### config.mk
export PLATFORM = sky130hd
export DESIGN_NAME = d2d_flit_tx
export DESIGN_NICKNAME = d
export VERILOG_FILES = /design/src/rtl/d2d_flit_tx.sv
export SDC_FILE = /design/constraint.sdc
export NUM_CORES = 1
export LEC_CHECK = 0
export CAP_MARGIN = 20
export CORE_MARGIN = 2
export CORE_UTILIZATION = 45
export CTS_BUF_LIST = sky130_fd_sc_hd__clkbuf_8
export DETAILED_ROUTE_END_ITERATION = 7
export HOLD_SLACK_MARGIN = 0.12
export PLACE_DENSITY = 0.71
export SLEW_MARGIN = 0
export SYNTH_ARGS = -nofsm -noshare
export SYNTH_HDL_FRONTEND = slang
export SYNTH_SLANG_ARGS = --single-unit
export TNS_END_PERCENT = 100
### constraint.sdc
create_clock -name CLK -period 18.6 [get_ports CLK]
set_input_delay 1.86 -clock CLK [delete_from_list [all_inputs] [get_ports CLK]]
set_output_delay 1.86 -clock CLK [all_outputs]
set_load 0.005 [all_outputs]
### src/rtl/d2d_flit_tx.sv
// d2d_flit_tx: die-to-die flit transmit stage.
// Buffers 101-bit router flits in a small FIFO and serialises each flit onto
// a LANE_W-bit lane as BEATS beats, LSB first, gated by receiver credits.
// Optional feature macro: D2D_TX_PARITY_EN adds LANE_PAR (XOR of LANE_DATA).
module d2d_flit_tx #(
    parameter int LANE_W     = 16,
    parameter int FIFO_DEPTH = 4,
    parameter int CREDITS    = 8
) (
    input  logic                            CLK,
    input  logic                            RST,
    input  logic [100:0]                    FLIT_IN,
    input  logic                            FLIT_IN_VALID,
    output logic                            FLIT_IN_READY,
    output logic [LANE_W-1:0]               LANE_DATA,
    output logic                            LANE_VALID,
    output logic                            LANE_SOF,
`ifdef D2D_TX_PARITY_EN
    output logic                            LANE_PAR,
`endif
    input  logic                            CREDIT_RET,
    output logic [$clog2(CREDITS+1)-1:0]    CREDIT_CNT,
    output logic [$clog2(FIFO_DEPTH+1)-1:0] FIFO_CNT,
    output logic                            CREDIT_ERR
);

    localparam int FLIT_W = 101;
    localparam int BEATS  = (FLIT_W + LANE_W - 1) / LANE_W;
    localparam int PW     = BEATS * LANE_W;
    localparam int BW     = (BEATS > 1) ? $clog2(BEATS) : 1;
    localparam int AW     = (FIFO_DEPTH > 1) ? $clog2(FIFO_DEPTH) : 1;
    localparam int CW     = $clog2(CREDITS + 1);
    localparam int FW     = $clog2(FIFO_DEPTH + 1);

    localparam logic [BW-1:0] LAST_BEAT = BW'(BEATS - 1);
    localparam logic [FW-1:0] FIFO_FULL = FW'(FIFO_DEPTH);
    localparam logic [CW-1:0] CRED_MAX  = CW'(CREDITS);

    typedef enum logic [0:0] {
        IDLE = 1'b0,
        SEND = 1'b1
    } state_e;

`ifdef D2D_TX_PARITY_EN
    function automatic logic parity_f(input logic [LANE_W-1:0] d);
        return ^d;
    endfunction
`endif

    // Registered state
    logic [FLIT_W-1:0] mem_q [FIFO_DEPTH];
    logic [AW-1:0]     wptr_q, rptr_q;
    logic [FW-1:0]     fifo_cnt_q, fifo_cnt_d;
    logic              ready_q, ready_d;
    state_e            state_q, state_d;
    logic [BW-1:0]     beat_q, beat_d;
    logic [PW-1:0]     shift_q, shift_d;
    logic [LANE_W-1:0] lane_data_q, lane_data_d;
    logic              lane_valid_q, lane_valid_d;
    logic              lane_sof_q, lane_sof_d;
    logic [CW-1:0]     credit_q, credit_d;
    logic              err_q, err_d;
`ifdef D2D_TX_PARITY_EN
    logic              lane_par_q;
`endif

    // Combinational helpers
    logic              wr_s;
    logic              launch_s;
    logic              can_launch_s;
    logic [PW-1:0]     head_ext_s;

    assign wr_s         = FLIT_IN_VALID & ready_q;
    assign can_launch_s = (fifo_cnt_q != '0) && (credit_q != '0);

    // Zero-extend the FIFO head to a whole number of beats
    always_comb begin
        head_ext_s             = '0;
        head_ext_s[FLIT_W-1:0] = mem_q[rptr_q];
    end

    // FSM next state and next lane beat; a launch loads beat 0 directly
    always_comb begin
        state_d      = state_q;
        beat_d       = beat_q;
        shift_d      = shift_q;
        lane_data_d  = '0;
        lane_valid_d = 1'b0;
        lane_sof_d   = 1'b0;
        launch_s     = 1'b0;
        case (state_q)
            IDLE: begin
                if (can_launch_s) begin
                    launch_s     = 1'b1;
                    state_d      = SEND;
                    beat_d       = '0;
                    lane_valid_d = 1'b1;
                    lane_sof_d   = 1'b1;
                    lane_data_d  = head_ext_s[LANE_W-1:0];
                    shift_d      = head_ext_s >> LANE_W;
                end else begin
                    state_d = IDLE;
                end
            end
            SEND: begin
                if (beat_q == LAST_BEAT) begin
                    if (can_launch_s) begin
                        launch_s     = 1'b1;
                        state_d      = SEND;
                        beat_d       = '0;
                        lane_valid_d = 1'b1;
                        lane_sof_d   = 1'b1;
                        lane_data_d  = head_ext_s[LANE_W-1:0];
                        shift_d      = head_ext_s >> LANE_W;
                    end else begin
                        state_d = IDLE;
                    end
                end else begin
                    lane_valid_d = 1'b1;
                    lane_data_d  = shift_q[LANE_W-1:0];
                    shift_d      = shift_q >> LANE_W;
                    beat_d       = beat_q + 1'b1;
                end
            end
            default: begin
                state_d = IDLE;
            end
        endcase
    end

    // FIFO occupancy and READY; READY only reflects registered occupancy
    always_comb begin
        case ({wr_s, launch_s})
            2'b10:   fifo_cnt_d = fifo_cnt_q + 1'b1;
            2'b01:   fifo_cnt_d = fifo_cnt_q - 1'b1;
            default: fifo_cnt_d = fifo_cnt_q;
        endcase
        ready_d = (fifo_cnt_d != FIFO_FULL);
    end

    // Credit counter with saturation and sticky overflow flag
    always_comb begin
        err_d = err_q;
        case ({launch_s, CREDIT_RET})
            2'b10: credit_d = credit_q - 1'b1;
            2'b01: begin
                if (credit_q == CRED_MAX) begin
                    credit_d = credit_q;
                    err_d    = 1'b1;
                end else begin
                    credit_d = credit_q + 1'b1;
                end
            end
            default: credit_d = credit_q;
        endcase
    end

    // FIFO storage and pointers
    always_ff @(posedge CLK or posedge RST) begin
        if (RST) begin
            for (int i = 0; i < FIFO_DEPTH; i++) begin
                mem_q[i] <= '0;
            end
            wptr_q     <= '0;
            rptr_q     <= '0;
            fifo_cnt_q <= '0;
            ready_q    <= 1'b0;
        end else begin
            if (wr_s) begin
                mem_q[wptr_q] <= FLIT_IN;
                wptr_q        <= (wptr_q == AW'(FIFO_DEPTH - 1)) ? '0 : wptr_q + 1'b1;
            end
            if (launch_s) begin
                rptr_q <= (rptr_q == AW'(FIFO_DEPTH - 1)) ? '0 : rptr_q + 1'b1;
            end
            fifo_cnt_q <= fifo_cnt_d;
            ready_q    <= ready_d;
        end
    end

    // FSM state, serialiser and registered lane outputs
    always_ff @(posedge CLK or posedge RST) begin
        if (RST) begin
            state_q      <= IDLE;
            beat_q       <= '0;
            shift_q      <= '0;
            lane_data_q  <= '0;
            lane_valid_q <= 1'b0;
            lane_sof_q   <= 1'b0;
        end else begin
            state_q      <= state_d;
            beat_q       <= beat_d;
            shift_q      <= shift_d;
            lane_data_q  <= lane_data_d;
            lane_valid_q <= lane_valid_d;
            lane_sof_q   <= lane_sof_d;
        end
    end

    // Credit state
    always_ff @(posedge CLK or posedge RST) begin
        if (RST) begin
            credit_q <= CRED_MAX;
            err_q    <= 1'b0;
        end else begin
            credit_q <= credit_d;
            err_q    <= err_d;
        end
    end

`ifdef D2D_TX_PARITY_EN
    // Lane parity registered alongside the data (data is 0 when idle)
    always_ff @(posedge CLK or posedge RST) begin
        if (RST) begin
            lane_par_q <= 1'b0;
        end else begin
            lane_par_q <= parity_f(lane_data_d);
        end
    end

    assign LANE_PAR = lane_par_q;
`endif

    assign FLIT_IN_READY = ready_q;
    assign LANE_DATA     = lane_data_q;
    assign LANE_VALID    = lane_valid_q;
    assign LANE_SOF      = lane_sof_q;
    assign CREDIT_CNT    = credit_q;
    assign FIFO_CNT      = fifo_cnt_q;
    assign CREDIT_ERR    = err_q;

endmodule

==> key figures, run 1 <==
Logic synthesis
  • Most numerous cell in the Yosys netlist: dfrtp_1
  • Register area share after synthesis: between 50% and 60%
  • Cell area after synthesis: roughly 24,000 um^2
  • Ys Warns: 0
  • Most instantiated cells after synthesis: 549 x dfrtp_1, 408 x mux2_2, 230 x nand2_1, 101 x mux4_2, 94 x nor2_1
  • Top FF cell, synth: dfrtp_1
  • Number of flops mapped to enable cells by yosys: 0
  • Synth cell types: 42
  • Synth async-reset ratio: 100%
  • Flops & latches, synth: between 500 and 600
  • Top-area cell type share of the netlist area: roughly 58%
  • Synth Net Count: ~1.8k
  • Area contributors post-synth: dfrtp_1 58%, mux2_2 19%, mux4_2 9.5%
  • Mapped Cells: approximately 1.7k
  • Synth Area per Inst: 14.0 um^2
  • Largest area contributor in the netlist: dfrtp_1

Drt
  • Avg Vias per Cell: 5.55
  • Antenna Violating Nets Remaining: 0
  • Initial detailed-routing violation count: ~1.1k
  • 1st-pass router iterations: 5
  • Routed len/inst: 21.0 um
  • Routed WL: approximately 54,000 um
  • DRC Markers: 0
  • Vias: roughly 14k

Global routing
  • Number of antenna violations at the first check in global routing: 0
  • M2 GR Usage: between 30% and 40%
  • First-pass GRT wire length: about 86,000 um
  • GRT Max-Usage Layer: met2
  • GR Layer Usage met1: roughly 28%
  • Total gr overflow: 0
  • Number of global-route vias before repair: about 15k
  • Total global-route track usage: between 20 and 25%
  • Largest net degree at the start of global routing: ~180
  • Met3 usage: 4.16%

Clock tree
  • H-tree level count: 3
  • CTS resizes: 0
  • CTS clk-pin slew, worst paths: 0.06 ns
  • CTS buffer count: a little over 90
  • Clock latency on the worst-skew pair: slightly below 0.7 ns
  • CTS Sinks: 550
  • CTS Hold Bufs: 0
  • Setup Buffers After CTS: 0
  • Clk buf depth: 3
  • Root buf cell: clkbuf_8
  • TritonCTS clock tree: built

Power
  • Pleak: 11.9 nW
  • Pwr per Cell Area: between 150 and 200 nW/um^2
  • Worst vdd ir: ~90 uV
  • Final Total Pwr: ~5.1 mW

Placement
  • Post-detail-place hpwl: 32,200 um
  • Routability cong.: 0.781
  • Placed cells: 2,417
  • PortBufs: between 100 and 150

Floorplanning
  • Core area: about 52,000 um^2
  • Die Span X: 234 um
  • Num rows: between 80 and 90
  • Initial Util: between 40% and 50%
  • Height of the die: approximately 230 um
  • Die area: between 50,000 and 60,000 um^2
  • I/O Pins: 132

Critical path
  • Startpoint types: input port
  • Worst path arrival time: around 4.8 ns
  • Required time worst endpoint: 19.26 ns
  • Worst Path Max Fanout: 182
  • Setup crit end kind: asynchronous set/reset pin
  • Type of the worst setup path: input port to asynchronous set/reset pin

Hold path
  • Min-delay worst type: flip-flop to flip-flop

Timing
  • Final Cycle Share: between 20% and 30%
  • Slew HR: 30.4%
  • RSZ-0062 raised after global routing: false
  • Fin. Hold Viols: 0
  • Setup TNS: 0 ns
  • Fin crit period: about 4.1 ns
  • Pins Over Slew Limit: 0
  • Max Clk Rate: around 240 MHz
  • Final clock skew: 0.0290 ns
  • Slew @ Worst Pin: 1.04 ns
  • Final setup viols: 0

Cells and area
  • Final Non-Filler Cells: ~2.6k
  • Utilization after layout: a little over half
  • Layout cell share with drive strength beyond 1: around a third
  • Final #Nets: 1,941
  • Area grow syn2layout: 15.0%

Status
  • Run status: finished, final reports clean

Run
  • Max cap viols: 0
-- per-layer routing --
layer	wire, um	part of all wire [%]
met2	26600	49
met3	2550	4.7
met4	870	1.6
met1	24000	44
met5	0	0
-- stage by stage --
step	setup slack, ns	hold WS, ns	instance area, um^2
after floorplan	1.36	0.439	23800
after global placement	13.72	0.458	25600
after detailed placement	13.60	0.468	25600
after CTS	14.34	0.486	27400
after global routing	13.97	0.491	27400
final	14.49	0.475	27400
-- sequential cells by signal, summed over array words and instances (netlist names) --
signal	flops
CREDIT_CNT	4
CREDIT_ERR	1
FIFO_CNT	3
FLIT_IN_READY	1
LANE_DATA	16
LANE_SOF	1
LANE_VALID	1
beat_q	3
mem_q	404
rptr_q	2
shift_q	112
wptr_q	2
-- cell usage in the layout (no fill, tap or decap), types with 4 or more instances in the layout --
cell / netlist / layout
clkbuf_8: 0 / 109
nand2_1: 230 / 230
ha_1: 10 / 10
clkinv_2: 0 / 4
a31oi_1: 85 / 85
and3_1: 16 / 16
mux4_2: 101 / 101
o21ai_0: 17 / 17
inv_1: 10 / 44
buf_4: 3 / 16
clkinvlp_4: 0 / 4
nand3_1: 23 / 19
mux2i_1: 4 / 4
mux2_2: 408 / 408
dfrtp_1: 549 / 547
nor3_1: 5 / 5
nand3_4: 0 / 4
clkdlybuf4s50_1: 0 / 131
nor2_1: 94 / 93
a21oi_1: 4 / 4
-- final timing paths --
| check | start | end | slack [ns] | depth (start not counted) |
|---|---|---|---|---|
| worst max-delay path | RST | mem_q[159] | 14.49 | 4 |
| worst min-delay path | shift_q[105] | shift_q[89] | 0.48 | 2 |
| worst max register to register | beat_q[0] | CREDIT_CNT[3] | 15.68 | 10 |
| worst min register to register | shift_q[105] | shift_q[89] | 0.48 | 2 |
| max in group CLK | FLIT_IN_VALID | mem_q[110] | 14.55 | 4 |
| min in group asynchronous | RST | CREDIT_CNT[1] | 1.83 | 2 |
-- cells by family after synthesis --
| logic type | synth area share (%) |
|---|---|
| compound gates | 3.07 |
| xor+xnor | 0.147 |
| fa+ha+maj | 0.693 |
| buf+inv | 2.92 |
| flops | 57.8 |
| mux | 29.0 |
| simple gates | 6.42 |
-- final cells by class --
type,instances,area [um^2]
diodes,1,2.50
clock buffers,109,1500
clock inverters,48,289
fillers,4348,25000
inverters,10,45.0
multi-input cells,1021,9440
flip-flops and latches,550,13800
well taps,688,861
repair buffers,150,1510
-- worst max-delay path: stages --
cell and delay, ns:
clkdlybuf4s50_1 0.49, inv_8 0.68, buf_12 0.74, buf_4 0.86
-- report_power, final --
group          leakage [nW]  internal (mW)  total (mW)  switching (mW)
Clock                  1.04          0.569        1.04           0.474
Combinational          4.15           1.04        1.95           0.911
Sequential             6.67           1.77        2.09           0.323
Total                  11.9           3.38        5.09            1.71
(Power assumes the default switching activity.)
==> run 2, diff against run 1 <==
==> constraint.sdc (replaced) <==
create_clock -name CLK -period 3.8 [get_ports CLK]
set_input_delay 0.38 -clock CLK [delete_from_list [all_inputs] [get_ports CLK]]
set_output_delay 0.38 -clock CLK [all_outputs]
set_load 0.005 [all_outputs]
==> run 2 against run 1 <==
Clock power rose to 5.2 times the previous value. Highest routed layer is now met5. Non-clock buffer count rose by 15. First-iteration DRC count fell by 7.1%. Clock-buffer cell count rose by 16. Register-to-register slack got worse by 15 ns. Critical path depth rose by 3. Final cell count rose by 1.0%. Global-route usage rose by 0.054 points.
==> key figures, run 2 (synthesis results as in run 1) <==
Status
  • Run status: finished, final reports clean

Clock tree
  • H-tree level count: 3
  • CTS buffer count: 91
  • TritonCTS clock tree: built
  • CTS resizes: 0
  • CTS Sinks: 550
  • Root buf cell: clkbuf_8
  • Clock latency on the worst-skew pair: 0.67 ns
  • Setup Buffers After CTS: 0
  • CTS Hold Bufs: 1
  • CTS clk-pin slew, worst paths: about 0.060 ns
  • Clk buf depth: 3

Drt
  • 1st-pass router iterations: 5
  • Initial detailed-routing violation count: just under 1k
  • Routed len/inst: 20.7 um
  • Antenna Violating Nets Remaining: 0
  • Routed WL: 54,000 um
  • Vias: about 14k
  • DRC Markers: 0
  • Avg Vias per Cell: 5.52

Floorplanning
  • Initial Util: around 45%
  • Height of the die: 234 um
  • Core area: 52,400 um^2
  • Die Span X: between 200 and 250 um
  • Num rows: 84
  • I/O Pins: 132
  • Die area: ~55,000 um^2

Global routing
  • Total gr overflow: 0
  • Largest net degree at the start of global routing: 220
  • Number of antenna violations at the first check in global routing: 3
  • Number of global-route vias before repair: around 15k
  • First-pass GRT wire length: just under 90,000 um
  • Total global-route track usage: roughly a fifth

Critical path
  • Worst path arrival time: roughly 3.4 ns
  • Required time worst endpoint: 4.39 ns
  • Reg2Reg Launch Point: CREDIT_CNT[1]
  • Type of the worst setup path: flip-flop to flip-flop
  • Setup crit end kind: flip-flop
  • Startpoint types: flip-flop
  • Worst Path Max Fanout: 8
  • CP startpoint: CREDIT_CNT[1]

Timing
  • Fin. Hold Viols: 0
  • RSZ-0062 raised after global routing: false
  • Slew @ Worst Pin: approximately 0.9 ns
  • Final Cycle Share: around three quarters
  • Fin crit period: ~2.8 ns
  • Final setup viols: 0
  • Slew HR: about two fifths
  • Final clock skew: approximately 0.023 ns
  • Pins Over Slew Limit: 0
  • Max Clk Rate: roughly 350 MHz

Cells and area
  • Final Non-Filler Cells: 2,604
  • Top reg by flops: mem_q
  • Final #Nets: 1,956
  • Most frequent cells in the layout: 547 x dfrtp_1, 408 x mux2_2, 230 x nand2_1, 131 x clkdlybuf4s50_1, 125 x clkbuf_8
  • Utilization after layout: roughly 53%
  • Area grow syn2layout: 17.1%
  • Max reg flops: 404
  • Layout cell share with drive strength beyond 1: 36.8%
  • Most common cell after layout, fill and taps aside: dfrtp_1

Power
  • Pwr per Cell Area: roughly 910 nW/um^2
  • Pleak: 12.1 nW
  • Final Total Pwr: between 20 and 30 mW
  • Worst vdd ir: 515 uV

Placement
  • Placed cells: about 2.4k
  • Routability cong.: 0.780
  • Post-detail-place hpwl: roughly 34,000 um
  • PortBufs: ~130

Run
  • Max cap viols: 0

Hold path
  • Hold_sp: FLIT_IN[87]
  • Min-delay worst type: input port to flip-flop
run 2: cell types whose count changed in the layout (fill, tap and decap cells not counted), sizes merged:
cell	change
bufinv	-1
clkinv	+9
clkbuf	+16
dlygate4sd3	+1
inv	-12
buf	+14
run 2: power by group:
part / switching, mW / total, mW / leakage (nW) / internal, mW
clock network: 2.36 / 5.43 / 1.12 / 3.07
logic: 4.56 / 9.83 / 4.29 / 5.27
registers: 1.58 / 10.3 / 6.67 / 8.67
run 2: worst paths after layout:
kind                                  to  slack [ns]  cells past startpoint
min in group asynchronous      wptr_q[0]        0.59                      3
hold reg to reg              shift_q[91]        0.47                      2
hold / removal                mem_q[289]        0.41                      2
setup / recovery           CREDIT_CNT[3]        0.96                      7
max in group asynchronous     mem_q[212]        2.09                      5
setup reg to reg           CREDIT_CNT[3]        0.96                      7
run 2: worst max-delay path, stage by stage (launching register included):
cell,delay [ns]
dfrtp_1,0.48
nor4_2,0.64
o21ai_0,0.33
ha_1,0.40
a21oi_1,0.30
a221oi_1,0.15
a311o_1,0.39
o211ai_1,0.09
run 2: routing by layer:
layer	vias up	routed length (um)	GRT usage [%]
met2	309	26400	33.4
li1	6406	-	-
met1	7574	23800	27.7
met3	79	2640	4.07
met5	-	38	0
met4	6	1120	6.78
run 2: cell type report:
cell class / count / area, um^2
fillers: 4297 / 24500
flip-flops and latches: 550 / 13800
repair buffers: 165 / 1810
clock buffers: 125 / 1720
clock inverters: 44 / 259
multi-input cells: 1021 / 9440
well taps: 688 / 861
inverters: 10 / 41.3
diodes: 1 / 2.50
run 2: per-stage QoR:
step / cell area, um^2 / setup TNS (ns) / hold WS, ns / worst slack, ns
after CTS: 27900 / 0 / 0.354 / 1.00
after global placement: 25900 / 0 / 0.455 / 1.12
after floorplan: 23800 / -2232.57 / 0.439 / -4.06
final: 27900 / 0 / 0.405 / 0.963
after global routing: 27900 / 0 / 0.395 / 0.781
after detailed placement: 25900 / 0 / 0.463 / 1.01
